`src/rtl/c17_vector_sequencer.sv`:
```
// Built-in test controller for the c17 block: applies counter or LFSR vectors,
// waits a settle time, compares O22/O23 with a golden model and logs failures.
module c17_vector_sequencer #(
  parameter int unsigned SETTLE_CYC = 2,
  parameter int unsigned CNT_W      = 8,
  parameter logic [4:0]  LFSR_SEED  = 5'h1F
) (
  input  logic             clk,
  input  logic             rst_n,
  input  logic             start,
  input  logic             abort,
  input  logic             mode,
  input  logic [5:0]       num_vec,
  output logic [4:0]       stim,
  input  logic [1:0]       resp,
  output logic             busy,
  output logic             done,
  output logic             pass,
  output logic [CNT_W-1:0] err_cnt,
  output logic [5:0]       vec_cnt,
  output logic             fail_valid,
  output logic [4:0]       fail_stim,
  output logic [1:0]       fail_resp
);

  localparam int unsigned SET_W = (SETTLE_CYC > 1) ? $clog2(SETTLE_CYC) : 1;
  localparam int unsigned VEC_W = 6;
  localparam logic [4:0]  SEED  = (LFSR_SEED == 5'd0) ? 5'h01 : LFSR_SEED;

  typedef enum logic [2:0] {
    S_IDLE,
    S_APPLY,
    S_SETTLE,
    S_CAPTURE,
    S_DONE
  } state_t;

  state_t             state_q, state_d;
  logic [4:0]         stim_q, stim_d;
  logic [4:0]         lfsr_q, lfsr_d;
  logic               mode_q, mode_d;
  logic [VEC_W-1:0]   n_q, n_d;
  logic [VEC_W-1:0]   vec_cnt_q, vec_cnt_d;
  logic [SET_W-1:0]   settle_q, settle_d;
  logic [CNT_W-1:0]   err_cnt_q, err_cnt_d;
  logic               busy_q, busy_d;
  logic               done_q, done_d;
  logic               pass_q, pass_d;
  logic               fail_valid_q, fail_valid_d;
  logic [4:0]         fail_stim_q, fail_stim_d;
  logic [1:0]         fail_resp_q, fail_resp_d;

  // Reference c17 netlist built from two-input NANDs; returns {O23, O22}.
  function automatic logic [1:0] c17_golden(input logic [4:0] v);
    logic a, b, c, d;
    a = ~(v[0] & v[2]);
    b = ~(v[2] & v[3]);
    c = ~(v[1] & b);
    d = ~(b & v[4]);
    return {~(c & d), ~(a & c)};
  endfunction

  always_comb begin
    state_d      = state_q;
    stim_d       = stim_q;
    lfsr_d       = lfsr_q;
    mode_d       = mode_q;
    n_d          = n_q;
    vec_cnt_d    = vec_cnt_q;
    settle_d     = settle_q;
    err_cnt_d    = err_cnt_q;
    pass_d       = pass_q;
    fail_valid_d = fail_valid_q;
    fail_stim_d  = fail_stim_q;
    fail_resp_d  = fail_resp_q;

    // Abort returns to idle but keeps the result registers for readout.
    if (abort && (state_q != S_IDLE)) begin
      state_d = S_IDLE;
      stim_d  = 5'd0;
    end else begin
      case (state_q)
        S_IDLE: begin
          if (start && !abort) begin
            mode_d       = mode;
            n_d          = ((num_vec == 6'd0) || (num_vec > 6'd32)) ? 6'd32 : num_vec;
            vec_cnt_d    = '0;
            err_cnt_d    = '0;
            pass_d       = 1'b0;
            fail_valid_d = 1'b0;
            fail_stim_d  = 5'd0;
            fail_resp_d  = 2'd0;
            lfsr_d       = SEED;
            state_d      = S_APPLY;
          end
        end
        S_APPLY: begin
          stim_d   = mode_q ? lfsr_q : vec_cnt_q[4:0];
          settle_d = SET_W'(SETTLE_CYC - 1);
          state_d  = S_SETTLE;
        end
        S_SETTLE: begin
          if (settle_q == '0) begin
            state_d = S_CAPTURE;
          end else begin
            settle_d = settle_q - SET_W'(1);
          end
        end
        S_CAPTURE: begin
          if (resp != c17_golden(stim_q)) begin
            if (err_cnt_q != '1) begin
              err_cnt_d = err_cnt_q + CNT_W'(1);
            end
            if (!fail_valid_q) begin
              fail_valid_d = 1'b1;
              fail_stim_d  = stim_q;
              fail_resp_d  = resp;
            end
          end
          vec_cnt_d = vec_cnt_q + VEC_W'(1);
          // Fibonacci LFSR for x^5 + x^3 + 1.
          lfsr_d    = {lfsr_q[3:0], lfsr_q[4] ^ lfsr_q[2]};
          state_d   = (vec_cnt_d == n_q) ? S_DONE : S_APPLY;
        end
        S_DONE: begin
          pass_d  = (err_cnt_q == '0);
          stim_d  = 5'd0;
          state_d = S_IDLE;
        end
        default: begin
          state_d = S_IDLE;
          stim_d  = 5'd0;
        end
      endcase
    end

    busy_d = (state_d == S_APPLY) || (state_d == S_SETTLE) || (state_d == S_CAPTURE);
    done_d = (state_d == S_DONE);
  end

  always_ff @(posedge clk or negedge rst_n) begin
    if (!rst_n) begin
      state_q      <= S_IDLE;
      stim_q       <= 5'd0;
      lfsr_q       <= SEED;
      mode_q       <= 1'b0;
      n_q          <= '0;
      vec_cnt_q    <= '0;
      settle_q     <= '0;
      err_cnt_q    <= '0;
      busy_q       <= 1'b0;
      done_q       <= 1'b0;
      pass_q       <= 1'b0;
      fail_valid_q <= 1'b0;
      fail_stim_q  <= 5'd0;
      fail_resp_q  <= 2'd0;
    end else begin
      state_q      <= state_d;
      stim_q       <= stim_d;
      lfsr_q       <= lfsr_d;
      mode_q       <= mode_d;
      n_q          <= n_d;
      vec_cnt_q    <= vec_cnt_d;
      settle_q     <= settle_d;
      err_cnt_q    <= err_cnt_d;
      busy_q       <= busy_d;
      done_q       <= done_d;
      pass_q       <= pass_d;
      fail_valid_q <= fail_valid_d;
      fail_stim_q  <= fail_stim_d;
      fail_resp_q  <= fail_resp_d;
    end
  end

  assign stim       = stim_q;
  assign busy       = busy_q;
  assign done       = done_q;
  assign pass       = pass_q;
  assign err_cnt    = err_cnt_q;
  assign vec_cnt    = vec_cnt_q;
  assign fail_valid = fail_valid_q;
  assign fail_stim  = fail_stim_q;
  assign fail_resp  = fail_resp_q;

endmodule

```
`config.mk`:
```
export PLATFORM = sky130hd
export DESIGN_NAME = c17_vector_sequencer
export DESIGN_NICKNAME = d
export VERILOG_FILES = /design/src/rtl/c17_vector_sequencer.sv
export SDC_FILE = /design/constraint.sdc
export NUM_CORES = 1
export LEC_CHECK = 0
export BUFFER_PORTS_ARGS = -buffer_cell sky130_fd_sc_hd__buf_2
export CORE_ASPECT_RATIO = 0.7
export CORE_MARGIN = 3
export CORE_UTILIZATION = 55
export CTS_CLUSTER_DIAMETER = 40
export CTS_CLUSTER_SIZE = 25
export DETAILED_ROUTE_END_ITERATION = 12
export GPL_TIMING_DRIVEN = 0
export PLACE_DENSITY = 0.79
export SYNTH_ARGS = -nofsm -noshare
export SYNTH_HDL_FRONTEND = slang
export SYNTH_SLANG_ARGS = --single-unit
export TNS_END_PERCENT = 10
```
`constraint.sdc`:
```
create_clock -name clk -period 2.1 [get_ports clk]
set_input_delay 0.21 -clock clk [delete_from_list [all_inputs] [get_ports clk]]
set_output_delay 0.21 -clock clk [all_outputs]
set_load 0.1 [all_outputs]
```
# Word level (Yosys, flattened, before mapping)
# Cells that the tools add are included.
[op_classes]
n_eq_ne = 16
order_cmp = 1
n_bitwise = 14
n_reduce_logical = 21
muxes = 31
n_addsub = 3
[op_table]
columns = ["cell", "n"]
rows = [
  ["5-bit two-way mux", 6],
  ["5-bit case mux with 2 select lines", 3],
  ["8-bit two-way mux", 3],
  ["8-bit case mux with 2 select lines", 1],
  ["3-bit by 2-bit == test with 1-bit output (second input constant)", 4],
  ["3-bit two-way mux", 4],
  ["6-bit two-way mux", 2],
  ["3-bit case mux with 4 select lines", 1],
  ["6-bit case mux with 2 select lines", 1],
  ["5-bit AND reduction", 2],
  ["3-bit AND reduction", 3],
  ["8-bit by 1-bit adder with 8-bit output (second input constant)", 1],
  ["8-bit logical NOT", 1],
  ["2-bit != test (second input constant)", 4],
  ["8-bit != test (second input constant)", 1],
  ["1-bit inverter", 7],
  ["6-bit by 1-bit adder with 6-bit output (second input constant)", 1],
  ["1-bit AND", 6],
  ["3-bit by 1-bit == test with 1-bit output (second input constant)", 2],
  ["3-bit == test (second input constant)", 2],
  ["6-bit == test", 1],
  ["6-bit greater-than comparator (second input constant)", 1],
  ["6-bit logical NOT", 1],
  ["2-bit two-way mux", 3],
  ["16 further kinds", 25],
]
[word_totals]
wordCells = 100
out_inout_bits = 30
ff_bits = 46
input_bits = 13

# Longest topological paths before layout
[logic_depth]
ltp_word = 9
mapped_depth = 7
ltp_nobuf = 6

# Worst setup path before layout
# No wires, ideal clock.
[synth_path]
kind = "register to register"
start = "register vec_cnt_q[0] (netlist: vec_cnt[0])"
end = "register state_q[0]"
stages_incl_launch_ff = 6
t_required_ps = 1956
path_buffers = 0
t_arrival_ps = 2323
period_less_slack_ps = 2468
setup_time_ps = 144
slack_ps = -368
path_cell_list = "dfrtp_1 -> ha_1 -> nand3_1 -> or3_1 -> a211oi_1 -> o32ai_1"
[synth_via]
elab_chain_cells = 5
[synth_rtl]
columns = ["item", "line", "rtl"]
rows = [
  ["from (decl)", "43", "logic [VEC_W-1:0] vec_cnt_q, vec_cnt_d;"],
  ["from (signal assigned)", "163", "vec_cnt_q <= vec_cnt_d;"],
  ["6-bit by 1-bit adder with 6-bit output", "120", "vec_cnt_d = vec_cnt_q + VEC_W'(1);"],
  ["6-bit == test", "123", "state_d = (vec_cnt_d == n_q) ? S_DONE : S_APPLY;"],
  ["3-bit two-way mux", "123", ""],
  ["3-bit case mux with 4 select lines", "82", "case (state_q)"],
  ["3-bit two-way mux", "78", "if (abort && (state_q != S_IDLE)) begin"],
  ["net state_d[0]", "38", "state_t state_q, state_d;"],
  ["to (signal assigned)", "158", "state_q <= state_d;"],
  ["to (decl)", "38", ""],
]
# The timed path passes the listed nets, and every way through them passes these cells.
# A chain may end at the register's enable or synchronous reset.

# Final worst setup path
[layout_path]
start = "register state_q[2]"
end = "register err_cnt_q[7] (netlist: err_cnt[7])"
[layout_via]
elab_chain_cells = 4
elab_cells_between_ends = 11
cone_classes = "eq/ne: 4; mux: 1; bitwise: 1; reduce/logical: 5"
[layout_rtl]
columns = ["item", "line", "rtl"]
rows = [
  ["branches (longest 4 deep; another with 5-bit AND reduction)", "-", ""],
  ["to (signal assigned)", "165", "err_cnt_q <= err_cnt_d;"],
  ["to (decl)", "45", "logic [CNT_W-1:0] err_cnt_q, err_cnt_d;"],
]
# Parallel ways; which one is timed is not known.

==> qor.yml <==
ys_seq_area_share_pct: 47.27
fin_crit_sh_pct: 91.74
synth_top_family_by_area: "compound AO/OA/AOI/OAI gates"
io_pins: 43
synthMuxAreaShare_pct: 2.453
highest-signal-layer: "met4"
start_kind: "flop"
wl_met2_mm: 2.392
finalSetupTns_ns: 0
rrSetupSlack_ns: 0.17
ys_types: 56
num_vias: 2087
worst_hold_slack_ns: 0.06467
layout_min_cycle_time_ns: 1.926
netlist_instances: 251
setup_viol: 0
synth-compound-area-share_pct: 20.03
hp-class: "input pin to async pin"
timing.rr.start: "state_q[2]"
synth-seq-cells: 46
cts_sinks: 46
drt-initial-drc-count: 178
wl_met3_um: 404
die-area_um2: 5301
critPathMaxStageDelay_ns: 0.51
power_mw: 3.166
ant_nets: 0
final_common_cell: "buf_2"
syn_area_um2: 2449
cp.arrival_ns: 2.16
p_leak_nw: 1.242
critical_path_class: "flop to flop"
worstPathMaxFanout: 10
rows: 19
layout.nets: 316
ys_top_cells_by_area: "dfrtp_1 (42%), dfstp_2 (5.4%), nand2_1 (4.6%)"
async_flop_share_pct: 100.0
worstReg2RegEnd: "err_cnt[7]"
wl_met1_mm: 2.720
synth_fp_nets: 267
drv_cap: 0
cts_resized: 0
die_x_um: 85.75
core_area_um2: 4089
worst_pin_slew_ns: 0.9943
syn_avg_cell_area_um2: 9.755
antenna_cells: 0
clockBufferDepth: 2
clkTransAtPathRegs_ns: 0.09
cts-htree-levels: 2
crit_slowest_cell: "or4_1"
placed_area_um2: 2735
vdd_ir_drop_max_mv: 1.282
crit_path_cell_trace: "buf_2 -> nor2_2 -> o21a_1 -> buf_4 -> o211ai_4 -> or4_1 -> a21oi_1"
yosysWarnings: 0
holdBufCountCts: 0
clk_latency_ns: 0.30
cts_buffers: 5
post-route-drc-count: 0
grt_setup_unrepaired: "no"
first_pass_iters: 4
gp_congestion: 0.8334
slew_violations: 0
clock.fmax_mhz: 519.1
grt_pass1_vias: 1879
die_y_um: 61.83
final_area_um2: 2818
drt-total-wl_mm: 5.619
grt_max_degree: 47
drive_gt1_share_pct: 26.91
power_density_nw_per_um2: 1124
maxSlewHeadroom_pct: 33.71
post_cts_buffers: 0
start_util_pct: 59.88
cts_tree: "done"
yosysTopAreaCell: "dfrtp_1"
root_buffer: "clkbuf_8"
synth_enable_flop_cells: 0
synth_xor_area_share_pct: 5.314
r2r.worst_path.cells: 7
vias_per_cell: 5.912
synth_flop_cell: "dfrtp_1"
crit_family: "simple AND/OR/NAND/NOR gates"
grt_pass1_wl_mm: 9.335
crit_path_end_kind: "flop"
grt_usage_pct: 23.01
cp.required_ns: 2.33
hpwl_mm: 4.045
clock_skew_ns: 0.008720
overflow: 0
area_growth_pct: 15.07
io_buffers: 42
netlist.area_leader.share_pct: 41.90
synth-simple-area-share_pct: 19.98
layout_common_cells: "buf_2 (43), dfrtp_1 (32), nand2_1 (30)"
crit_buf_inv: 2
post_drt_wl_per_cell_um: 15.92
status: "completed"
synth_fa_ha_area_share_pct: 1.533
grt_antenna_before_repair: 0
hold_viol_final: 0
[cells in the mapped netlist, types with 2 or more instances]
master    count
dfrtp_1      41
nand2_1      30
o21ai_0      20
nor2_1       17
nand3_1      15
a21oi_1      11
xnor2_1      11
clkbuf_1      7
nand2b_1      7
a211oi_1      6
mux2i_1       6
dfstp_2       5
inv_1         4
o21ai_1       4
o22a_1        4
o31ai_1       4
a21o_1        3
and2_1        3
ha_1          3
nor3_1        3
or2_2         3
or3_1         3
buf_4         2
buf_6         2
nand4_1       2
nor4b_1       2
o21a_1        2
o221ai_1      2
xor2_1        2
[cells by family after synthesis]
kind of cell    Yosys count
simple gates             97
flops                    46
fa+ha+maj                 3
buf+inv                  16
xor+xnor                 14
compound gates           69
mux                       6
[report_power, final]
group | total [mW] | switching, mW | internal (mW)
sequential | 1.21 | 0.174 | 1.03
combinational | 1.43 | 1.06 | 0.367
clock | 0.532 | 0.295 | 0.237
[per-stage QoR]
step	utilization [%]	std cells	setup slack (ns)
6_report	68.91	353	0.1735
5_1_grt	68.91	353	0.01263
4_1_cts	68.85	353	0.1413
3_5_place_dp	66.89	345	0.1671
3_3_place_gp	66.89	345	0.2063
2_1_floorplan	-	251	-0.1254
[routing by layer]
| layer | vias to the layer above | global-route usage (%) |
|---|---|---|
| met3 | 13 | 5.007 |
| li1 | 1004 | - |
| met2 | 72 | 32.96 |
| met5 | - | 0 |
| met1 | 998 | 34.84 |
| met4 | 0 | 7.449 |
[worst max path at each step]
stage / slack [ns] / cells past startpoint / from / endpoint
floorplan: -0.13 / 5 / stim[0] / err_cnt[7]
global placement: 0.21 / 5 / vec_cnt[0] / state_q[0]
detailed placement: 0.17 / 6 / state_q[1] / fail_resp[1]
CTS: 0.14 / 6 / state_q[1] / fail_resp[1]
global route: 0.01 / 5 / vec_cnt[0] / state_q[0]
finish: 0.17 / 7 / state_q[2] / err_cnt[7]
[area by class of cell]
| cell class | count | area (um^2) |
|---|---|---|
| repair buffers | 42 | 210.2 |
| clock buffers | 8 | 80.08 |
| flip-flops and latches | 46 | 1169 |
| well taps | 52 | 65.06 |
| multi-input cells | 189 | 1210 |
| inverters | 4 | 15.01 |
| fillers | 331 | 1271 |
| plain buffers | 12 | 68.82 |
[state kept, by name (all words and copies together), names as in the netlist, 2 cells and up]
name and count:
err_cnt 8, fail_resp 2, fail_stim 5, lfsr_q 5
n_q 6, state_q 3, stim 5, vec_cnt 6
(Power assumes the default switching activity.)
